File: src/rtl/bus_arb_pkg.sv
// Shared definitions for the round-robin system-bus arbiter.
//   arb_state_e            : arbiter FSM states
//   MODE_WRITE / MODE_READ : meaning of the master mode line
//   DEFAULT_TIMEOUT_CYCLES : default CONNECT watchdog limit (BUS_TIMEOUT_EN builds)
package bus_arb_pkg;

    typedef enum logic [1:0] {
        IDLE    = 2'd0,
        ADDR    = 2'd1,
        ACK     = 2'd2,
        CONNECT = 2'd3
    } arb_state_e;

    localparam logic MODE_WRITE = 1'b1;
    localparam logic MODE_READ  = 1'b0;

    localparam int DEFAULT_TIMEOUT_CYCLES = 64;

endpackage

File: src/rtl/rr_select.sv
// Rotating priority selector used by the arbiter.
// Finds the first set bit of req_i searching upward from ptr_i, wrapping
// modulo NUM_MASTERS. Purely combinational.
//   req_i : request vector
//   ptr_i : index where the search starts
//   gnt_o : one-hot winner (all zero when nothing is requested)
//   idx_o : index of the winner (0 when nothing is requested)
module rr_select #(
    parameter int  NUM_MASTERS = 2,
    localparam int IDX_W       = (NUM_MASTERS > 1) ? $clog2(NUM_MASTERS) : 1
) (
    input  logic [NUM_MASTERS-1:0] req_i,
    input  logic [IDX_W-1:0]       ptr_i,
    output logic [NUM_MASTERS-1:0] gnt_o,
    output logic [IDX_W-1:0]       idx_o
);

    logic found_s;
    int   cand_s;

    // Walk the request vector once, starting at the pointer, and keep the first hit.
    always_comb begin
        gnt_o   = '0;
        idx_o   = '0;
        found_s = 1'b0;
        cand_s  = 0;
        for (int i = 0; i < NUM_MASTERS; i++) begin
            cand_s = (int'(ptr_i) + i) % NUM_MASTERS;
            if (!found_s && req_i[IDX_W'(cand_s)]) begin
                found_s                  = 1'b1;
                gnt_o[IDX_W'(cand_s)]    = 1'b1;
                idx_o                    = IDX_W'(cand_s);
            end else begin
                found_s = found_s;
            end
        end
    end

endmodule

File: src/rtl/bus_arbiter_rr.sv
// Round-robin system-bus arbiter with serial slave select.
// A granted master shifts SEL_W select bits (MSB first, one per valid cycle);
// the value picks one of NUM_SLAVES slave ports, and the handshake lines are
// then routed between the pair until the master drops its request.
// Optional macro BUS_TIMEOUT_EN adds a CONNECT watchdog of TIMEOUT_CYCLES
// silent slave cycles; without it CONNECT is held indefinitely.
// Ports:
//   clk, rst                          : clock, asynchronous active-high reset
//   m_req / m_grant                   : per-master request / registered one-hot grant
//   m_mode, m_wr_bus, m_master_valid,
//   m_master_ready                    : master-driven serial lines
//   m_rd_bus, m_slave_valid,
//   m_slave_ready                     : routed slave lines back to the master
//   m_ack / m_err                     : 1-cycle select-accepted / decode-error (or timeout) pulses
//   s_mode, s_wr_bus, s_master_valid,
//   s_master_ready                    : routed master lines to the slaves
//   s_rd_bus, s_slave_valid,
//   s_slave_ready                     : slave-driven lines
module bus_arbiter_rr
    import bus_arb_pkg::*;
#(
    parameter int NUM_MASTERS = 2,
    parameter int NUM_SLAVES  = 4
`ifdef BUS_TIMEOUT_EN
    ,
    parameter int TIMEOUT_CYCLES = DEFAULT_TIMEOUT_CYCLES
`endif
) (
    input  logic                   clk,
    input  logic                   rst,
    input  logic [NUM_MASTERS-1:0] m_req,
    output logic [NUM_MASTERS-1:0] m_grant,
    input  logic [NUM_MASTERS-1:0] m_mode,
    input  logic [NUM_MASTERS-1:0] m_wr_bus,
    input  logic [NUM_MASTERS-1:0] m_master_valid,
    input  logic [NUM_MASTERS-1:0] m_master_ready,
    output logic [NUM_MASTERS-1:0] m_rd_bus,
    output logic [NUM_MASTERS-1:0] m_slave_valid,
    output logic [NUM_MASTERS-1:0] m_slave_ready,
    output logic [NUM_MASTERS-1:0] m_ack,
    output logic [NUM_MASTERS-1:0] m_err,
    output logic [NUM_SLAVES-1:0]  s_mode,
    output logic [NUM_SLAVES-1:0]  s_wr_bus,
    output logic [NUM_SLAVES-1:0]  s_master_valid,
    output logic [NUM_SLAVES-1:0]  s_master_ready,
    input  logic [NUM_SLAVES-1:0]  s_rd_bus,
    input  logic [NUM_SLAVES-1:0]  s_slave_valid,
    input  logic [NUM_SLAVES-1:0]  s_slave_ready
);

    localparam int IDX_W = (NUM_MASTERS > 1) ? $clog2(NUM_MASTERS) : 1;
    localparam int SEL_W = $clog2(NUM_SLAVES);
    localparam int CNT_W = $clog2(SEL_W + 1);

    arb_state_e             state_q, state_d;
    logic [IDX_W-1:0]       g_q, g_d;
    logic [IDX_W-1:0]       ptr_q, ptr_d;
    logic [SEL_W-1:0]       sel_q, sel_d;
    logic [CNT_W-1:0]       cnt_q, cnt_d;
    logic [NUM_MASTERS-1:0] grant_q, grant_d;
    logic [NUM_MASTERS-1:0] ack_q, ack_d;
    logic [NUM_MASTERS-1:0] err_q, err_d;

    logic [NUM_MASTERS-1:0] req_eff_s;
    logic [NUM_MASTERS-1:0] rr_gnt_s;
    logic [IDX_W-1:0]       rr_idx_s;
    logic                   route_en_s;

    // Pointer just past the master that finished, wrapping to 0.
    function automatic logic [IDX_W-1:0] next_ptr(input logic [IDX_W-1:0] cur);
        if (int'(cur) >= NUM_MASTERS - 1) begin
            return '0;
        end else begin
            return cur + IDX_W'(1);
        end
    endfunction

`ifdef BUS_TIMEOUT_EN
    localparam int TO_W = $clog2(TIMEOUT_CYCLES + 1);

    logic [TO_W-1:0]        to_cnt_q, to_cnt_d;
    // Masters that timed out stay blocked until they release their request.
    logic [NUM_MASTERS-1:0] blk_q, blk_d;
    logic                   activity_s;

    assign activity_s = s_slave_valid[sel_q] | s_slave_ready[sel_q];
    assign req_eff_s  = m_req & ~blk_q;
`else
    assign req_eff_s  = m_req;
`endif

    rr_select #(
        .NUM_MASTERS (NUM_MASTERS)
    ) u_rr_select (
        .req_i (req_eff_s),
        .ptr_i (ptr_q),
        .gnt_o (rr_gnt_s),
        .idx_o (rr_idx_s)
    );

    // Next-state and pulse logic for the arbitration FSM.
    always_comb begin
        state_d = state_q;
        g_d     = g_q;
        ptr_d   = ptr_q;
        sel_d   = sel_q;
        cnt_d   = cnt_q;
        grant_d = grant_q;
        ack_d   = '0;
        err_d   = '0;
`ifdef BUS_TIMEOUT_EN
        to_cnt_d = '0;
        blk_d    = blk_q & m_req;
`endif
        case (state_q)
            IDLE: begin
                if (|req_eff_s) begin
                    g_d     = rr_idx_s;
                    grant_d = rr_gnt_s;
                    sel_d   = '0;
                    cnt_d   = '0;
                    state_d = ADDR;
                end else begin
                    grant_d = '0;
                end
            end
            ADDR: begin
                if (!m_req[g_q]) begin
                    grant_d = '0;
                    state_d = IDLE;
                end else if (m_master_valid[g_q]) begin
                    sel_d = (sel_q << 1) | SEL_W'(m_wr_bus[g_q]);
                    cnt_d = cnt_q + CNT_W'(1);
                    // The pulse is registered, so decide it on the last bit.
                    if (cnt_q == CNT_W'(SEL_W - 1)) begin
                        state_d = ACK;
                        if (int'(sel_d) < NUM_SLAVES) begin
                            ack_d[g_q] = 1'b1;
                        end else begin
                            err_d[g_q] = 1'b1;
                        end
                    end else begin
                        state_d = ADDR;
                    end
                end else begin
                    state_d = ADDR;
                end
            end
            ACK: begin
                if (int'(sel_q) < NUM_SLAVES) begin
                    state_d = CONNECT;
                end else begin
                    grant_d = '0;
                    state_d = IDLE;
                end
            end
            CONNECT: begin
                if (!m_req[g_q]) begin
                    grant_d = '0;
                    ptr_d   = next_ptr(g_q);
                    state_d = IDLE;
                end else begin
`ifdef BUS_TIMEOUT_EN
                    if (activity_s) begin
                        to_cnt_d = '0;
                    end else if (to_cnt_q == TO_W'(TIMEOUT_CYCLES - 1)) begin
                        err_d[g_q] = 1'b1;
                        blk_d[g_q] = 1'b1;
                        grant_d    = '0;
                        ptr_d      = next_ptr(g_q);
                        state_d    = IDLE;
                    end else begin
                        to_cnt_d = to_cnt_q + TO_W'(1);
                    end
`else
                    state_d = CONNECT;
`endif
                end
            end
            default: begin
                grant_d = '0;
                state_d = IDLE;
            end
        endcase
    end

    // State and output registers.
    always_ff @(posedge clk or posedge rst) begin
        if (rst) begin
            state_q  <= IDLE;
            g_q      <= '0;
            ptr_q    <= '0;
            sel_q    <= '0;
            cnt_q    <= '0;
            grant_q  <= '0;
            ack_q    <= '0;
            err_q    <= '0;
`ifdef BUS_TIMEOUT_EN
            to_cnt_q <= '0;
            blk_q    <= '0;
`endif
        end else begin
            state_q  <= state_d;
            g_q      <= g_d;
            ptr_q    <= ptr_d;
            sel_q    <= sel_d;
            cnt_q    <= cnt_d;
            grant_q  <= grant_d;
            ack_q    <= ack_d;
            err_q    <= err_d;
`ifdef BUS_TIMEOUT_EN
            to_cnt_q <= to_cnt_d;
            blk_q    <= blk_d;
`endif
        end
    end

    assign m_grant = grant_q;
    assign m_ack   = ack_q;
    assign m_err   = err_q;

    // Routing is gated by the live request so a release cuts the path in the same cycle.
    assign route_en_s = (state_q == CONNECT) && m_req[g_q];

    // Crossbar between the granted master and the selected slave.
    always_comb begin
        s_mode         = '0;
        s_wr_bus       = '0;
        s_master_valid = '0;
        s_master_ready = '0;
        m_rd_bus       = '0;
        m_slave_valid  = '0;
        m_slave_ready  = '0;
        if (route_en_s) begin
            s_mode[sel_q]         = m_mode[g_q];
            s_wr_bus[sel_q]       = m_wr_bus[g_q];
            s_master_valid[sel_q] = m_master_valid[g_q];
            s_master_ready[sel_q] = m_master_ready[g_q];
            m_rd_bus[g_q]         = s_rd_bus[sel_q];
            m_slave_valid[g_q]    = s_slave_valid[sel_q];
            m_slave_ready[g_q]    = s_slave_ready[sel_q];
        end else begin
            s_mode = '0;
        end
    end

endmodule

File: config.mk
export PLATFORM = sky130hd
export DESIGN_NAME = bus_arbiter_rr
export DESIGN_NICKNAME = d
export VERILOG_FILES = /design/src/rtl/bus_arb_pkg.sv /design/src/rtl/rr_select.sv /design/src/rtl/bus_arbiter_rr.sv
export SDC_FILE = /design/constraint.sdc
export NUM_CORES = 1
export LEC_CHECK = 0
export CORE_MARGIN = 5
export CORE_UTILIZATION = 40
export CTS_CLUSTER_SIZE = 16
export DETAILED_ROUTE_END_ITERATION = 12
export PLACE_DENSITY = 0.86
export SETUP_SLACK_MARGIN = 0.2
export SLEW_MARGIN = 15
export SYNTH_ARGS = -nofsm -noshare
export SYNTH_HDL_FRONTEND = slang
export SYNTH_HIERARCHICAL = 1
export SYNTH_SLANG_ARGS = --single-unit
File: constraint.sdc
create_clock -name clk -period 4.7 [get_ports clk]
set_input_delay 1.175 -clock clk [delete_from_list [all_inputs] [get_ports clk]]
set_output_delay 1.175 -clock clk [all_outputs]
set_load 0.05 [all_outputs]
After elaboration in Yosys (flattened, before gate mapping)
Cells that the tools add are included.
{ "word_totals": {"output_inout_bits": 28, "register_bits": 12, "word_cells": 114} }
{ "classes": {"n_addsub": 3, "n_lt_le_gt_ge": 9, "reduce_logical": 15, "bitwise_logic": 11, "n_eq_ne": 8, "mux": 61} }
{ "op_table": {"columns": ["operator", "n"], "rows": [
  ["two-way mux 2 bit", 21],
  ["two-way mux 1 bit", 25],
  ["AND 4 bit", 4],
  ["two-way mux 4 bit", 4],
  ["one-hot mux 2 bit (2 select lines)", 3],
  ["!= test 2 bit (second input constant)", 4],
  ["one-hot mux 2 bit (4 select lines)", 1],
  ["AND 2 bit", 3],
  ["binary-select mux 1 bit (select 2 bit)", 3],
  ["logical AND 1 bit", 6],
  ["< comparator 1 x 3 -> 1 bit (second input constant)", 2],
  ["AND reduction 2 bit", 3],
  ["equality test 2 x 1 -> 1 bit (second input constant)", 2],
  ["equality test 2 bit (second input constant)", 2],
  [">= comparator 1 bit (second input constant)", 4],
  ["AND reduction 4 bit", 1],
  ["OR reduction 2 bit", 2],
  ["demux 1 bit (select 1 bit)", 3],
  ["< comparator 2 x 3 -> 1 bit (second input constant)", 1],
  ["adder 1 bit (second input constant)", 2],
  ["adder 2 x 1 -> 2 bit (second input constant)", 1],
  ["demux 1 bit (select 2 bit)", 1],
  [">= comparator 2 x 1 -> 1 bit (second input constant)", 1],
  ["logical NOT 2 bit", 1],
  ["other kinds (6)", 7]
]} }

Longest topological paths before layout
{ "logic_depth": {"ltp_word": 9, "mapped_depth": 5, "ltp_nobuf": 5} }

Hierarchy
The synthesis kept the hierarchy.
{ "modules_own_cells": {"columns": ["module", "area_each_um2", "instances", "cells_each"], "rows": [
  ["bus_arbiter_rr", 857.1, 1, 91],
  ["rr_select", 27.5, 1, 4]
]} }

Worst setup path after synthesis
No wires, ideal clock.
{ "synth_timing": {"path_kind": "input -> output", "from": "input m_req[1]", "to": "output s_master_ready[1]", "path_stages": 3, "path_slack_ns": 1.028, "arrival_ns": 2.497, "t_required_ns": 3.525, "cell_sequence": "mux2i_1 -> or4_4 -> nor2_1"} }
{ "synth_between": {"elab_chain_len": 4} }
{ "synth_lines": {"columns": ["element", "line", "source"], "rows": [
  ["start, declared", "bus_arbiter_rr.sv:31", "input logic [NUM_MASTERS-1:0] m_req,"],
  ["two-way mux 1 bit (implied by the code) (2 in series)", "bus_arbiter_rr.sv:223", "assign route_en_s = (state_q == CONNECT) && m_req[g_q];"],
  ["logical AND 1 bit", "bus_arbiter_rr.sv:223", null],
  ["two-way mux 4 bit", "bus_arbiter_rr.sv:234", "if (route_en_s) begin"],
  ["end, declared", "bus_arbiter_rr.sv:45", "output logic [NUM_SLAVES-1:0] s_master_ready,"]
]} }
Every way passes these cells. The select of a mux whose other input is x is not followed.

Worst setup path in the final report
{ "layout_timing": {"from": "input m_req[1]", "to": "output s_master_valid[2]"} }
{ "layout_between": {"elab_chain_len": 4} }
{ "layout_lines": {"columns": ["element", "line", "source"], "rows": [
  ["two-way mux 1 bit (implied by the code) (2 in series)", "bus_arbiter_rr.sv:223", null],
  ["logical AND 1 bit", "bus_arbiter_rr.sv:223", null],
  ["two-way mux 4 bit", "bus_arbiter_rr.sv:234", null],
  ["end, declared", "bus_arbiter_rr.sv:44", "output logic [NUM_SLAVES-1:0] s_master_valid,"]
]} }
Every way passes these cells. The select of a mux whose other input is x is not followed.

==> results_dict.tcl <==
set metrics [dict create \
    worst_slew_pin_slew_ns 0.5267 \
    holdPathStages 1 \
    synth_cell_type_count 29 \
    row_count 17 \
    n_fill_cell 167 \
    postCtsHoldBufs 0 \
    min_period_over_period_pct 93.01 \
    fmax_mhz 228.8 \
    avgSynthCellArea_um2 9.312 \
    first_global_vias 895 \
    final_hold_viol_count 0 \
    synth_area_leaders "dfrtp_1 (34%), mux2i_1 (10%), nor2_1 (9.3%)" \
    outcome "finished clean" \
    core_mm2 0.002170 \
    post-cts-setup-buffer-count 0 \
    drtIter0Drc 16 \
    switchingPower_uw 223.2 \
    seq_area_um2 300.3 \
    seqPwrFrac_pct 35.6 \
    power.leakage_uw 0.0006345 \
    ys_warn_count 6 \
    fin_ws_ns 0.3286 \
    grt_setup_unrepaired "no" \
    period_minus_slack_ns 4.371 \
    end_kind "primary output" \
    netlist.top_cell.by_area "dfrtp_1" \
    route.detailed.drc 0 \
    maxCapViolations 0 \
    final_util_pct 68.86 \
    die_x_um 57.03 \
    worstSetupPathType "in -> out" \
    switching_share_pct 42.64 \
    r2r_cells 4 \
    clk_path_buf_depth 2 \
    power_density_mw_per_mm2 350.4 \
    synthFlopType "dfrtp_1" \
    combinationalPowerShare_pct 48.5 \
    yosysTopAreaCellShare_pct 33.95 \
    final-setup-viol-count 0 \
    ant_nets 0 \
    grt-ovfl-total 0 \
    syn-cell-area_um2 884.6 \
    async_flop_share_pct 100.0 \
    grt_max_degree 14 \
    gp_congestion 0.8367 \
    io-pin-count 52 \
    antenna_cells 0 \
    internal_power_uw 300.3 \
    finalWirelength_um 2717 \
    via_per_inst 5.266 \
    cp.required_ns 3.52 \
    p_clk_share_pct 15.9 \
    area_growth_pct 68.88 \
    relSlewSlack_pct 64.78 \
    pre_cts_slack_ns 0.3543 \
    finalNetCount 171 \
    arrival_ns 3.20 \
    synth-edff-count 0 \
    finClkSkew_ns 0.006281 \
    cp_max_fo 8 \
    htreeDepth 1 \
    cts.root.buffer_cell "clkbuf_4" \
    clock_sinks 12 \
    multi_input_area_um2 525.5 \
    synth_commonest_cells "nor2_1 (22), dfrtp_1 (12), mux2i_1 (9), o21ai_0 (6)" \
    clk_latency_ns 0.28 \
    syn_inst 95 \
    drv_slew 0 \
    start_util_pct 40.77 \
    die_area_mm2 0.003252 \
    dieHeight_um 57.03 \
    numCtsBuffers 3 \
    stdcell_count 173 \
    hpwl_um 2288 \
    place_inst 169 \
    wl_per_cell_um 15.71 \
    grt_pass1_wl_um 4429 \
    ctsResizeCount 0 \
    yosysMostFrequentCell "nor2_1" \
    io_buffer_count 49 \
    hold_class "reg -> reg" \
    setup_tns_ns 0 \
    drtPass1Iterations 4 \
    synth_seq_cells 12 \
    drive_gt1_share_pct 16.55 \
    vias 911 \
    worst_setup_path_start_kind "primary input" \
    cts_tree "yes" \
    globalRouteTotalUtil_pct 17.39 \
    vdd_drop_max_v 0.0003361 \
    clk_pin_slew_ns 0.07 \
    power_uw 523.5 \
    ys_seq_area_share_pct 33.95 \
    antenna_found_initial 0 \
]
## final timing paths
check,start,end,slack (ns)
setup reg to reg,g_q,sel_q[0],2.89
hold / removal,cnt_q[0],cnt_q[0],0.49
setup / recovery,m_req[1],s_master_valid[2],0.33
hold reg to reg,cnt_q[0],cnt_q[0],0.49
max in group asynchronous,rst,sel_q[0],3.17
min in group asynchronous,rst,m_ack[1],1.20
## cell type report
cell class | count | area share [%]
repair buffers | 50 | 38.69
multi-input cells | 74 | 35.18
flip-flops and latches | 12 | 20.10
clock buffers | 4 | 2.429
well taps | 28 | 2.345
inverters | 5 | 1.256
## flip-flops by register name, summed over array words and instances, names as in the netlist
| register | flops |
|---|---|
| g_q | 1 |
| m_grant | 2 |
| sel_q | 2 |
| m_ack | 2 |
| state_q | 2 |
| ptr_q | 1 |
| cnt_q | 2 |
## kinds of logic after synthesis
logic type | count (synthesis) | share of synthesized area (%)
adders and majority gates | 1 | 1.414
AOI/OAI and AO/OA | 13 | 9.336
DFF | 12 | 33.95
muxes | 14 | 20.37
buffers and inverters | 10 | 7.072
and+or+nand+nor | 43 | 27.02
other | 2 | 0.8490
## per-stage QoR
step | cell area [um2] | hold slack, ns
2_1_floorplan | 888.4 | 0.4490
3_3_place_gp | 1458 | 0.4638
3_5_place_dp | 1458 | 0.4897
4_1_cts | 1494 | 0.4983
5_1_grt | 1494 | 0.5316
6_report | 1494 | 0.4904
## layout by cell type (no fill, tap or decap), types with 2 or more instances in the layout
cell type / instances
clkdlybuf4s50_1: 41
buf_12: 8
nor2_1: 22
conb_1: 3
a22o_1: 2
mux2i_1: 9
mux2_2: 2
nand4_1: 2
clkbuf_4: 3
dfrtp_1: 12
nand2_1: 2
mux4_2: 3
o21ai_0: 6
and3_1: 5
or4_4: 2
and2_1: 3
inv_1: 5
## critical path, cell delays in order
cell             delay [ns]
clkdlybuf4s50_1        0.61
mux2_2                 0.22
nand4_1                0.17
nor2_1                 0.18
clkdlybuf4s50_1        0.84
## per-layer routing
metal / wire length [um] / vias to the layer above / GRT usage, %
met2: 1485 / 35 / 31.81
met1: 971 / 437 / 18.92
met5: 0 / - / 0
li1: - / 435 / -
met3: 234 / 4 / 6.787
met4: 25 / 0 / 3.642
## power groups by stage
stage	Sequential (uW)	Combinational (uW)	Clock [uW]
3_3_place_gp	184	248	0
6_report	187	254	83.2
3_5_place_dp	189	255	0
5_1_grt	194	277	91.3
2_1_floorplan	182	187	0
4_1_cts	186	256	85.9
Note: power is estimated with default switching activity, not from simulation.
